--- src/rtl/tlul_pkg.sv ---
// Shared TL-UL opcode constants and the arbiter FSM state type.
package tlul_pkg;

    // Channel A opcodes
    localparam logic [2:0] PutFullData    = 3'd0;
    localparam logic [2:0] PutPartialData = 3'd1;
    localparam logic [2:0] Get            = 3'd4;

    // Channel D opcodes
    localparam logic [2:0] AccessAck      = 3'd0;
    localparam logic [2:0] AccessAckData  = 3'd1;

    typedef enum logic [1:0] {
        StIdle,
        StASend,
        StDWait,
        StDSend
    } tlul_state_e;

endpackage

--- src/rtl/tlul_rr_arb2.sv ---
// Two-way round-robin grant; the pointer moves only when the owner's transaction retires.
module tlul_rr_arb2 (
    input  logic       clk,
    input  logic       reset,
    input  logic [1:0] req,
    input  logic       advance,
    output logic [1:0] gnt
);

    // 0: m0 wins a tie, 1: m1 wins a tie
    logic r_prio;

    // Grant the sole requester, or the prioritised one on a tie
    always_comb begin
        gnt[0] = req[0] & (~req[1] | ~r_prio);
        gnt[1] = req[1] & (~req[0] | r_prio);
    end

    // Hand priority to the master that was not just served
    always_ff @(posedge clk or negedge reset) begin
        if (!reset) begin
            r_prio <= 1'b0;
        end else if (advance && (|gnt)) begin
            r_prio <= gnt[0];
        end
    end

endmodule

--- src/rtl/tlul_arb2_timeout.sv ---
// Two-master TL-UL arbiter with a single outstanding transaction and a D-channel timeout.
module tlul_arb2_timeout
    import tlul_pkg::*;
#(
    parameter int unsigned ADDR_WIDTH     = 32,
    parameter int unsigned DATA_WIDTH     = 32,
    parameter int unsigned MASK_WIDTH     = DATA_WIDTH / 8,
    parameter int unsigned SIZE_WIDTH     = 3,
    parameter int unsigned OPCODE_WIDTH   = 3,
    parameter int unsigned PARAM_WIDTH    = 3,
    parameter int unsigned TIMEOUT_CYCLES = 64
) (
    input  logic                    clk,
    input  logic                    reset,
    // master 0
    input  logic                    m0_a_valid,
    output logic                    m0_a_ready,
    input  logic [OPCODE_WIDTH-1:0] m0_a_opcode,
    input  logic [PARAM_WIDTH-1:0]  m0_a_param,
    input  logic [SIZE_WIDTH-1:0]   m0_a_size,
    input  logic                    m0_a_source,
    input  logic [ADDR_WIDTH-1:0]   m0_a_address,
    input  logic [MASK_WIDTH-1:0]   m0_a_mask,
    input  logic [DATA_WIDTH-1:0]   m0_a_data,
    output logic                    m0_d_valid,
    input  logic                    m0_d_ready,
    output logic [OPCODE_WIDTH-1:0] m0_d_opcode,
    output logic [PARAM_WIDTH-1:0]  m0_d_param,
    output logic [SIZE_WIDTH-1:0]   m0_d_size,
    output logic                    m0_d_source,
    output logic                    m0_d_sink,
    output logic [DATA_WIDTH-1:0]   m0_d_data,
    output logic                    m0_d_error,
    // master 1
    input  logic                    m1_a_valid,
    output logic                    m1_a_ready,
    input  logic [OPCODE_WIDTH-1:0] m1_a_opcode,
    input  logic [PARAM_WIDTH-1:0]  m1_a_param,
    input  logic [SIZE_WIDTH-1:0]   m1_a_size,
    input  logic                    m1_a_source,
    input  logic [ADDR_WIDTH-1:0]   m1_a_address,
    input  logic [MASK_WIDTH-1:0]   m1_a_mask,
    input  logic [DATA_WIDTH-1:0]   m1_a_data,
    output logic                    m1_d_valid,
    input  logic                    m1_d_ready,
    output logic [OPCODE_WIDTH-1:0] m1_d_opcode,
    output logic [PARAM_WIDTH-1:0]  m1_d_param,
    output logic [SIZE_WIDTH-1:0]   m1_d_size,
    output logic                    m1_d_source,
    output logic                    m1_d_sink,
    output logic [DATA_WIDTH-1:0]   m1_d_data,
    output logic                    m1_d_error,
    // downstream
    output logic                    s_a_valid,
    input  logic                    s_a_ready,
    output logic [OPCODE_WIDTH-1:0] s_a_opcode,
    output logic [PARAM_WIDTH-1:0]  s_a_param,
    output logic [SIZE_WIDTH-1:0]   s_a_size,
    output logic                    s_a_source,
    output logic [ADDR_WIDTH-1:0]   s_a_address,
    output logic [MASK_WIDTH-1:0]   s_a_mask,
    output logic [DATA_WIDTH-1:0]   s_a_data,
    input  logic                    s_d_valid,
    output logic                    s_d_ready,
    input  logic [OPCODE_WIDTH-1:0] s_d_opcode,
    input  logic [PARAM_WIDTH-1:0]  s_d_param,
    input  logic [SIZE_WIDTH-1:0]   s_d_size,
    input  logic                    s_d_source,
    input  logic                    s_d_sink,
    input  logic [DATA_WIDTH-1:0]   s_d_data,
    input  logic                    s_d_error
);

    localparam int unsigned CNT_W =
        (TIMEOUT_CYCLES == 0) ? 1 : $clog2(TIMEOUT_CYCLES + 1);
    localparam logic [CNT_W-1:0] CNT_MAX = '1;

    tlul_state_e r_state, w_state_d;
    logic        r_owner;
    logic [CNT_W-1:0] r_cnt;
    logic [CNT_W-1:0] w_cnt_inc;

    logic [OPCODE_WIDTH-1:0] r_req_opcode;
    logic [PARAM_WIDTH-1:0]  r_req_param;
    logic [SIZE_WIDTH-1:0]   r_req_size;
    logic                    r_req_source;
    logic [ADDR_WIDTH-1:0]   r_req_address;
    logic [MASK_WIDTH-1:0]   r_req_mask;
    logic [DATA_WIDTH-1:0]   r_req_data;

    logic [OPCODE_WIDTH-1:0] r_rsp_opcode;
    logic [PARAM_WIDTH-1:0]  r_rsp_param;
    logic [SIZE_WIDTH-1:0]   r_rsp_size;
    logic                    r_rsp_source;
    logic                    r_rsp_sink;
    logic [DATA_WIDTH-1:0]   r_rsp_data;
    logic                    r_rsp_error;

    logic [1:0] w_arb_req;
    logic [1:0] w_gnt;
    logic       w_grant;
    logic       w_owner_d_ready;
    logic       w_advance;
    logic       w_timeout;
    logic [OPCODE_WIDTH-1:0] w_err_opcode;

    // Outside IDLE the arbiter sees only the owner, so its grant names the owner on advance
    assign w_arb_req       = (r_state == StIdle) ? {m1_a_valid, m0_a_valid} : {r_owner, ~r_owner};
    assign w_grant         = (r_state == StIdle) && (|w_gnt);
    assign w_owner_d_ready = r_owner ? m1_d_ready : m0_d_ready;
    assign w_advance       = (r_state == StDSend) && w_owner_d_ready;
    assign w_cnt_inc       = (r_cnt == CNT_MAX) ? r_cnt : r_cnt + 1'b1;
    // A real beat in the same cycle always wins over the timeout
    assign w_timeout       = (TIMEOUT_CYCLES != 0) && (r_state == StDWait) && !s_d_valid &&
                             (w_cnt_inc == CNT_W'(TIMEOUT_CYCLES));
    assign w_err_opcode    = (r_req_opcode == OPCODE_WIDTH'(Get)) ?
                             OPCODE_WIDTH'(AccessAckData) : OPCODE_WIDTH'(AccessAck);

    tlul_rr_arb2 u_arb (
        .clk     (clk),
        .reset   (reset),
        .req     (w_arb_req),
        .advance (w_advance),
        .gnt     (w_gnt)
    );

    // FSM state register
    always_ff @(posedge clk or negedge reset) begin
        if (!reset) begin
            r_state <= StIdle;
        end else begin
            r_state <= w_state_d;
        end
    end

    // FSM next-state logic
    always_comb begin
        w_state_d = r_state;
        unique case (r_state)
            StIdle:  if (w_grant) w_state_d = StASend;
            StASend: if (s_a_ready) w_state_d = StDWait;
            StDWait: if (s_d_valid || w_timeout) w_state_d = StDSend;
            StDSend: if (w_owner_d_ready) w_state_d = StIdle;
            default: w_state_d = StIdle;
        endcase
    end

    // FSM outputs; IDLE-driven handshakes are masked while reset is held
    always_comb begin
        m0_a_ready = reset && w_grant && w_gnt[0];
        m1_a_ready = reset && w_grant && w_gnt[1];
        s_a_valid  = (r_state == StASend);
        s_d_ready  = reset && ((r_state == StIdle) || (r_state == StDWait));
        m0_d_valid = (r_state == StDSend) && !r_owner;
        m1_d_valid = (r_state == StDSend) && r_owner;
    end

    // Timeout counter: counts quiet D_WAIT cycles, cleared whenever D_WAIT is not held
    always_ff @(posedge clk or negedge reset) begin
        if (!reset) begin
            r_cnt <= '0;
        end else if ((r_state == StDWait) && (w_state_d == StDWait)) begin
            r_cnt <= w_cnt_inc;
        end else begin
            r_cnt <= '0;
        end
    end

    // Request/response capture
    always_ff @(posedge clk or negedge reset) begin
        if (!reset) begin
            r_owner       <= 1'b0;
            r_req_opcode  <= '0;
            r_req_param   <= '0;
            r_req_size    <= '0;
            r_req_source  <= 1'b0;
            r_req_address <= '0;
            r_req_mask    <= '0;
            r_req_data    <= '0;
            r_rsp_opcode  <= '0;
            r_rsp_param   <= '0;
            r_rsp_size    <= '0;
            r_rsp_source  <= 1'b0;
            r_rsp_sink    <= 1'b0;
            r_rsp_data    <= '0;
            r_rsp_error   <= 1'b0;
        end else begin
            if (w_grant) begin
                r_owner       <= w_gnt[1];
                r_req_opcode  <= w_gnt[1] ? m1_a_opcode  : m0_a_opcode;
                r_req_param   <= w_gnt[1] ? m1_a_param   : m0_a_param;
                r_req_size    <= w_gnt[1] ? m1_a_size    : m0_a_size;
                r_req_source  <= w_gnt[1] ? m1_a_source  : m0_a_source;
                r_req_address <= w_gnt[1] ? m1_a_address : m0_a_address;
                r_req_mask    <= w_gnt[1] ? m1_a_mask    : m0_a_mask;
                r_req_data    <= w_gnt[1] ? m1_a_data    : m0_a_data;
            end
            if ((r_state == StDWait) && s_d_valid) begin
                r_rsp_opcode <= s_d_opcode;
                r_rsp_param  <= s_d_param;
                r_rsp_size   <= s_d_size;
                r_rsp_source <= s_d_source;
                r_rsp_sink   <= s_d_sink;
                r_rsp_data   <= s_d_data;
                r_rsp_error  <= s_d_error;
            end else if (w_timeout) begin
                r_rsp_opcode <= w_err_opcode;
                r_rsp_param  <= '0;
                r_rsp_size   <= r_req_size;
                r_rsp_source <= r_req_source;
                r_rsp_sink   <= 1'b0;
                r_rsp_data   <= '0;
                r_rsp_error  <= 1'b1;
            end
        end
    end

    assign s_a_opcode  = r_req_opcode;
    assign s_a_param   = r_req_param;
    assign s_a_size    = r_req_size;
    assign s_a_source  = r_req_source;
    assign s_a_address = r_req_address;
    assign s_a_mask    = r_req_mask;
    assign s_a_data    = r_req_data;

    assign m0_d_opcode = r_rsp_opcode;
    assign m0_d_param  = r_rsp_param;
    assign m0_d_size   = r_rsp_size;
    assign m0_d_source = r_rsp_source;
    assign m0_d_sink   = r_rsp_sink;
    assign m0_d_data   = r_rsp_data;
    assign m0_d_error  = r_rsp_error;
    assign m1_d_opcode = r_rsp_opcode;
    assign m1_d_param  = r_rsp_param;
    assign m1_d_size   = r_rsp_size;
    assign m1_d_source = r_rsp_source;
    assign m1_d_sink   = r_rsp_sink;
    assign m1_d_data   = r_rsp_data;
    assign m1_d_error  = r_rsp_error;

endmodule

--- config.mk ---
export PLATFORM = sky130hd
export DESIGN_NAME = tlul_arb2_timeout
export DESIGN_NICKNAME = d
export VERILOG_FILES = /design/src/rtl/tlul_pkg.sv /design/src/rtl/tlul_rr_arb2.sv /design/src/rtl/tlul_arb2_timeout.sv
export SDC_FILE = /design/constraint.sdc
export NUM_CORES = 1
export LEC_CHECK = 0
export ABC_CLOCK_PERIOD_IN_PS = 2400
export CORE_MARGIN = 8
export CORE_UTILIZATION = 35
export DETAILED_ROUTE_END_ITERATION = 12
export GPL_TIMING_DRIVEN = 0
export PLACE_DENSITY = 0.88
export SYNTH_ARGS = -nofsm -noshare
export SYNTH_HDL_FRONTEND = slang
export SYNTH_HIERARCHICAL = 1
export SYNTH_SLANG_ARGS = --single-unit
--- constraint.sdc ---
create_clock -name clk -period 2.4 [get_ports clk]
set_input_delay 0.48 -clock clk [delete_from_list [all_inputs] [get_ports clk]]
set_output_delay 0.48 -clock clk [all_outputs]
set_load 0.005 [all_outputs]
==> flow_summary.json <==
{
  "setup_viol": 0,
  "finalNonFillerCells": 1307,
  "wire_per_inst_um": 20.1,
  "syn_avg_cell_area_um2": 9.80,
  "grt_first_pass_wirelength_mm": 40.4,
  "cts_root_buffer": "clkbuf_16",
  "path_delay_family": "flip-flops",
  "netlist_area_um2": 6470,
  "antenna_found_initial": 1,
  "worst_slew_pin_slew_ns": 0.696,
  "rsz0062_at_grt": "true",
  "postRouteAntennaNets": 0,
  "start_util": 0.359,
  "skew_ns": 0.0120,
  "portBuffers": 378,
  "dpl_cell_area_um2": 10600,
  "diodes": 0,
  "fill_cells": 1456,
  "power.density_nw_per_um2": 1280,
  "critPathKind": "flip-flop to output pin",
  "synth_seq_cells": 133,
  "pin_count": 380,
  "row_count": 49,
  "cts_buffers": 17,
  "ys_warn_count": 6,
  "grt_overflow_total": 0,
  "syn2layout_area_growth_pct": 75.3,
  "arrival_ns": 1.91,
  "hold_class": "input pin to async pin",
  "hold_viol": 0,
  "die_h_um": 152,
  "grtUsageTotal": 0.221,
  "nNetsFinal": 1276,
  "setup.worst_path.start_class": "flip-flop",
  "die_w_um": 152,
  "synth_fp_nets": 869,
  "drc": 0,
  "clk_latency_ns": 0.41,
  "switching_share": 0.358,
  "synth_seq_area_share": 0.515,
  "r2r_start": "r_state[1]",
  "regArea_um2": 3330,
  "internal_power_mw": 9.35,
  "fin_crit_sh": 0.997,
  "fin_crit_ns": 2.39,
  "cts_buffer_depth": 2,
  "final_layout_size_suffix_gt1_frac": 0.126,
  "drv_slew": 0,
  "slew_headroom": 0.536,
  "fin_util": 0.629,
  "syn_inst": 660,
  "finalWirelength_mm": 26.3,
  "first_pass_iters": 4,
  "core_area_um2": 18000,
  "p_clk_frac": 0.173,
  "status": "finished, final reports clean",
  "crit_path_max_incr_delay_ns": 0.43,
  "critPathBufInv": 2,
  "max_freq_mhz": 418,
  "vias": 6454,
  "cp-end-kind": "output pin",
  "worstPathCellList": "nor2_4 -> mux2_4 -> a21boi_4 -> clkbuf_16 -> and3_4 -> buf_6",
  "place_hpwl_mm": 20.9,
  "dieArea_um2": 23100,
  "grt_max_degree": 71,
  "post-place-cells": 1268,
  "cap_violations": 0,
  "grt_pass1_vias": 7057,
  "pwr-share-comb": 0.544,
  "leakagePower_nw": 5.04,
  "critPathSlowestCell": "dfrtp_2",
  "peakVddDrop_mv": 0.748,
  "crit_start": "r_state[1]",
  "ys_types": 47,
  "power_frac_seq": 0.283,
  "clock_sinks": 133,
  "finalInstanceArea_um2": 11300,
  "cp.depth": 6,
  "worstRegToRegCells": 8,
  "clk_pin_slew_ns": 0.06,
  "r2r_end": "s_a_data[21]",
  "cts_tree": "built",
  "switchingPower_mw": 5.20,
  "vias_per_cell": 4.94,
  "cts_htree_levels": 4,
  "drtIter0Drc": 325,
  "gp_congestion": 0.901,
  "multi_input_comb_area_um2": 2640,
  "cp-endpoint": "m1_a_ready",
  "r2r_setup_slack_ns": 0.08,
  "critical_path_required_ns": 1.92,
  "critPathMaxFanout": 5
}
[layout make-up]
type,instances,share of cell area
well taps,229,0.0253
clock buffers,18,0.0378
flip-flops and latches,133,0.294
clock inverters,12,0.0119
multi-input cells,438,0.232
inverters,2,0.000662
repair buffers,389,0.348
plain buffers,86,0.0506
[stage by stage]
stage | setup TNS [ns] | worst slack, ns | power (mW) | hold slack [ns]
floorplan | 0 | 0.00682 | 7.45 | 0.184
global placement | -627.44 | -4.59 | 11.6 | 0.490
detailed placement | -25.84 | -0.979 | 11.9 | 0.517
CTS | -0.124 | -0.112 | 14.6 | -0.0304
global route | -0.0524 | -0.0441 | 15.5 | 0.0194
finish | 0 | 0.00604 | 14.6 | 0.0280
[Yosys cell counts (all sizes together)]
library cell / number / area (um2)
xnor2: 2 / 17.5
nand3: 1 / 5.00
xor2: 1 / 8.76
nor2: 91 / 358
ha: 1 / 12.5
a22o: 1 / 8.76
nand2b: 1 / 6.26
mux2: 1 / 11.3
a211oi: 2 / 20.0
a2111o: 1 / 11.3
dfrtp: 133 / 3330
and4: 1 / 8.76
o21ai: 46 / 230
a2111oi: 1 / 15.0
o21a: 1 / 7.51
and2: 1 / 6.26
a21oi: 85 / 425
nand4: 5 / 46.3
o22a: 1 / 10.0
clkbuf: 15 / 56.3
and3: 4 / 30.0
nor2b: 3 / 18.8
nand4b: 1 / 8.76
nor4: 6 / 67.6
o22ai: 1 / 6.26
o21ba: 1 / 10.0
a21boi: 2 / 15.0
mux2i: 80 / 801
buf: 72 / 483
nand2: 84 / 315
nor3: 1 / 5.00
nor3b: 1 / 18.8
inv: 2 / 7.51
o211ai: 1 / 21.3
a21o: 1 / 7.51
a31oi: 8 / 50.1
o211a: 1 / 10.0
[worst register-to-register path, cell delays in order, from the launching register on]
cell and delay [ns]:
dfrtp_2 0.43, nor2_4 0.16, buf_4 0.13, o21ai_2 0.09
a21boi_4 0.20, buf_4 0.22, buf_1 0.56, mux2i_1 0.32
a21oi_1 0.10
[power groups by stage]
stage / clock, mW / combinational [mW] / sequential (mW)
6_report: 2.52 / 7.91 / 4.12
5_1_grt: 2.65 / 8.58 / 4.25
4_1_cts: 2.55 / 7.91 / 4.11
3_5_place_dp: 0 / 7.70 / 4.15
3_3_place_gp: 0 / 7.52 / 4.10
2_1_floorplan: 0 / 3.40 / 4.04
[state kept, by name, indices dropped and copies added (netlist names)]
name          flops
m0_d_data        32
m0_d_error        1
m0_d_opcode       3
m0_d_param        3
m0_d_sink         1
m0_d_size         3
m0_d_source       1
r_cnt             7
r_owner           1
r_state           2
s_a_address      32
s_a_data         32
s_a_mask          4
s_a_opcode        3
s_a_param         3
s_a_size          3
s_a_source        1
u_arb/r_prio      1
[how the worst min path moves through the flow]
stage / endpoint / from / slack, ns / depth (start not counted)
floorplan: m0_d_data[0] / reset / 0.18 / 0
global placement: u_arb/r_prio / u_arb/r_prio / 0.49 / 1
detailed placement: s_a_data[3] / s_a_data[3] / 0.52 / 2
CTS: m0_d_data[17] / reset / -0.03 / 1
global route: m0_d_data[21] / reset / 0.02 / 2
finish: m0_d_data[21] / reset / 0.03 / 2
[routing by layer]
| metal | vias up | routed length [um] | global-route usage |
|---|---|---|---|
| li1 | 3031 | - | - |
| met1 | 3080 | 9920 | 0.232 |
| met2 | 304 | 13900 | 0.405 |
| met3 | 37 | 1860 | 0.0748 |
| met4 | 2 | 549 | 0.0745 |
| met5 | - | 11 | 0 |
[cells in the final DEF (no fill, tap or decap), types with 14 or more instances in the layout]
master,synthesis,layout
clkdlybuf4s50_1,0,375
buf_2,20,14
nor2_1,90,89
buf_4,48,56
mux2i_1,80,80
dfrtp_1,133,131
a21oi_1,85,85
clkbuf_16,0,18
o21ai_1,38,38
nand2_1,84,84
[what timing repair did]
action                                  CTS  global route
setup buffers                             4             3
pin swaps                                 2             3
hold endpoints to repair                 68            33
resized for setup                        24            16
endpoints found under the setup margin   83            75
gates cloned                              1             0
[logic make-up after synthesis]
| group | share of synthesized area |
|---|---|
| DFF | 0.515 |
| buffers and inverters | 0.0845 |
| and+or+nand+nor | 0.138 |
| adders and majority gates | 0.00193 |
| muxes | 0.126 |
| AOI/OAI and AO/OA | 0.131 |
| xor gates and xnor gates | 0.00406 |
(Power assumes the default switching activity.)
==> RTL change 1, RTL diff (same settings) <==
Re-encode `tlul_state_e` (4 states) as one-hot, 4 bits wide.
--- a/src/rtl/tlul_pkg.sv
+++ b/src/rtl/tlul_pkg.sv
@@ -12,7 +12,7 @@
 
-    typedef enum logic [1:0] {
-        StIdle,
-        StASend,
-        StDWait,
-        StDSend
+    typedef enum logic [3:0] {
+        StIdle  = 4'b0001,
+        StASend = 4'b0010,
+        StDWait = 4'b0100,
+        StDSend = 4'b1000
     } tlul_state_e;
Behaviour: no difference found for any inputs over 4 cycles, from zero or initial values and one cycle with reset low; so few cycles prove little.
==> RTL change 1 against the original RTL <==
The run now ends with setup timing left. Sequential cell count increased by 2. Final area increased by 13%. Worst setup slack got worse by 0.33 ns. Synthesized cell count increased by 2.1%. Fmax decreased by 12%. Routed wire length increased by 7.6%. Non-clock buffer count increased by 27. Power increased by 12%. Clock skew decreased by 0.0046 ns. Utilization increased by 5.5 points. Synthesized area increased by 2.3%. Sequential share of layout area decreased by 2.9 points. Critical path type unchanged. Largest cell class unchanged. Largest power group unchanged. Highest routed layer is now met4.
==> RTL change 1: results (changes against the original RTL) <==
Metal-1 WL 10.5 mm (+5.6%); met3 Use GR 7.75% (+0.27 points); Clk pwr share 16.7% (-0.6 points); Port Buf Inserts 379 (+0.26%); synth top area cells dfrtp_1, mux2i_1, a21oi_1; Seq. cell area 3380 um^2 (+1.5%); WP data arrival 2.24 ns (+0.33 ns); VDD IR max 0.786 mV (+5.2%); Initial DRT Pass Iterations 5 (+1); Static Leak 5.35 nW (+6.3%); comb_multi_in 447 (+2.1%); bufs w/o clock 502 (+5.7%); number of global-route vias before repair 7508 (+6.4%); post-synthesis compound-gate area fraction 16.7% (+3.5 points); Fill cells 1301 (-11%); sequential cell area share 26.5% (-2.9 points); reg2reg start r_state[0]; Data buffer area share 40.1% (+0.28 points); sequential share of the synthesized area 51.1% (-0.36 points); failing checks setup timing; synth unique cells 46 (-2.1%); Post-CTS Setup Inserts 21 (+17); layout cells sized above 1 25.3% (+13 points); Final setup viols 122 (+122); multi-input logic area 3360 um^2 (+27%); Area after DPL 10800 um^2 (+1.9%); setup slack after layout -0.323 ns (-0.329 ns); Net Sw Frac 37.0% (+1.3 points); placed cell count 1288 (+1.6%); status finished with violations; Non-clock inverters 3 (+1); top sig layer met4; vias per inst 5.14 (+4.0%); GRT Total Usage 22.8% (+0.69 points); Resize count post-CTS 165 (+590%); worst reg-to-reg setup slack -0.20 ns (-0.28 ns); post-synthesis mux area share 12.6% (+0.025 points); Post-Synth XOR/XNOR Area 0.265% (-0.14 points); adder-cell share of the synthesized area 0.189% (-0.0043 points); Switch Pwr 6.02 mW (+16%); Syn Inst Count 674 (+2.1%); flops & latches, synth 135 (+1.5%); met1 Use GR 24.2% (+0.92 points); first-pass GRT wire length 42.2 mm (+4.3%); Setup crit end m0_a_ready; placer congestion estimate 0.829 (-8.0%); Place WS -0.770 ns (+0.208 ns); RR Endpoint s_a_address[26]; Vias 6948 (+7.7%)
## RTL change 1: cell types whose count changed in the layout (fill, tap and decap cells not counted), moves of 36 or more
cell,delta
nor2_1,-74
nand2_1,-36
o21ai_0,+37
o21ai_1,-37
nor2_4,+44
a22oi_1,+38
## RTL change 1: how the worst min path moves through the flow
| stage | slack (ns) | from | cells past startpoint | endpoint |
|---|---|---|---|---|
| finish | 0.05 | reset | 1 | m0_d_data[9] |
| global route | 0.10 | reset | 1 | m0_d_param[2] |
| CTS | 0.07 | reset | 1 | m0_d_data[9] |
| detailed placement | 0.50 | u_arb/r_prio | 1 | u_arb/r_prio |
| global placement | 0.49 | u_arb/r_prio | 1 | u_arb/r_prio |
| floorplan | 0.18 | reset | 0 | m0_d_data[0] |
## RTL change 1: worst max-delay path: stages (launching register included)
cell	delay, ns
dfstp_2	0.53
nor4b_4	0.23
buf_4	0.17
mux2_4	0.32
buf_6	0.13
a21boi_4	0.16
and3_1	0.16
buf_2	0.12
==> RTL change 2, RTL diff (same flow settings) <==
Made on the original files. Set the parameter `OPCODE_WIDTH` to 5 (it was 3).
--- a/src/rtl/tlul_arb2_timeout.sv
+++ b/src/rtl/tlul_arb2_timeout.sv
@@ -8,3 +8,3 @@
     parameter int unsigned SIZE_WIDTH     = 3,
-    parameter int unsigned OPCODE_WIDTH   = 3,
+    parameter int unsigned OPCODE_WIDTH   = 5,
     parameter int unsigned PARAM_WIDTH    = 3,
Interface: changed (6 resized); port bits go from 380 to 392. No check against the original RTL was run, so the function may have changed too.
==> RTL change 2 against the original RTL <==
The run now ends with setup timing left. Routed wire length is 0.76% higher. Utilization decreased by 1.1 points. Largest cell class unchanged. Combinational power rose by 8.6%. Power increased by 7.6%. Worst setup slack worse by 0.046 ns. Sequential share of layout area down 0.49 points. Synthesized area is 4.5% higher. Final area increased by 4.8%. Sequential cell count rose by 4. Clock skew shrank 0.0013 ns. Worst hold slack hardly changed.
==> RTL change 2: results (changes against the original RTL) <==
status finished with violations; failing checks setup timing; Post-Synth XOR/XNOR Area 0.389% (-0.018 points); Routed WL 26.5 mm (+0.76%); synth unique cells 51 (+8.5%); initial antenna violation count 2 (+1); Final setup viols 1 (+1); adder-cell share of the synthesized area 0.185% (-0.0084 points); met3 Use GR 5.94% (-1.5 points); Syn Nets 900 (+3.6%); Non-Filler Instances 1384 (+5.9%); met1 Use GR 22.5% (-0.76 points); multi-input gate share of total cell area 23.2% (-0.055 points); post-route cell area 11900 um^2 (+4.8%); ClkCell Share 5.33% (+0.35 points); Fill cells 1554 (+6.7%); layout cells sized above 1 14.5% (+1.9 points); number of global-route vias before repair 7149 (+1.3%); synth cell count leaders dfrtp_1, nand2_1, a21oi_1, nor2_1, mux2i_1; pin count of the biggest net entering global routing 61 (-14%); GRT Total Usage 21.5% (-0.66 points); Static Leak 5.28 nW (+4.8%); DP HPWL 21.4 mm (+2.3%); Metal-1 WL 9.87 mm (-0.49%); VDD IR max 0.673 mV (-10%); vias per inst 4.77 (-3.4%); flops & latches, synth 137 (+3.0%); Data buffer area share 39.7% (-0.11 points); setup slack after layout -0.0404 ns (-0.0464 ns); Area after DPL 11000 um^2 (+4.3%); routed length on met3 1.98 mm (+6.2%); clk_buf instances 19 (+1); post-synthesis compound-gate area fraction 14.0% (+0.86 points); comb_multi_in 453 (+3.4%); mean area per synthesized cell 9.87 um^2 (+0.71%); Final nets 1319 (+3.4%); DRT iter0 DRCs 262 (-19%); Setup TNS -0.0404 ns (-0.0404 ns); placer congestion estimate 0.818 (-9.3%); Place WS -0.737 ns (+0.242 ns); antenna fix cells 2 (+2); met2 Track Usage GR 38.4% (-2.0 points); die footprint 24000 um^2 (+4.0%); sequential share of the synthesized area 50.7% (-0.75 points)
## RTL change 2: final timing paths
| path | end | slack, ns | cells after the start |
|---|---|---|---|
| hold reg to reg | s_a_data[16] | 0.53 | 2 |
| min in group clk | s_a_data[16] | 0.53 | 2 |
| hold / removal | r_state[1] | 0.03 | 2 |
| setup / recovery | m1_a_ready | -0.04 | 7 |
| setup reg to reg | s_a_size[1] | 0.13 | 8 |
| max in group asynchronous | s_a_opcode[2] | 1.45 | 2 |
## RTL change 2: power breakdown
| group | internal [mW] | switching (mW) | total, mW |
|---|---|---|---|
| clock network | 1.78 | 1.04 | 2.82 |
| logic | 4.88 | 3.72 | 8.59 |
| registers | 3.42 | 0.835 | 4.25 |
## RTL change 2: timing repair
action | 4_1_cts | 5_1_grt
setup buffers | 4 | 2
resized for setup | 19 | 39
cloned | 1 | 0
endpoints found under the hold margin | 60 | 0
hold buffers | 2 | 0
pin swaps | 1 | 3
endpoints found under the setup margin | 84 | 58
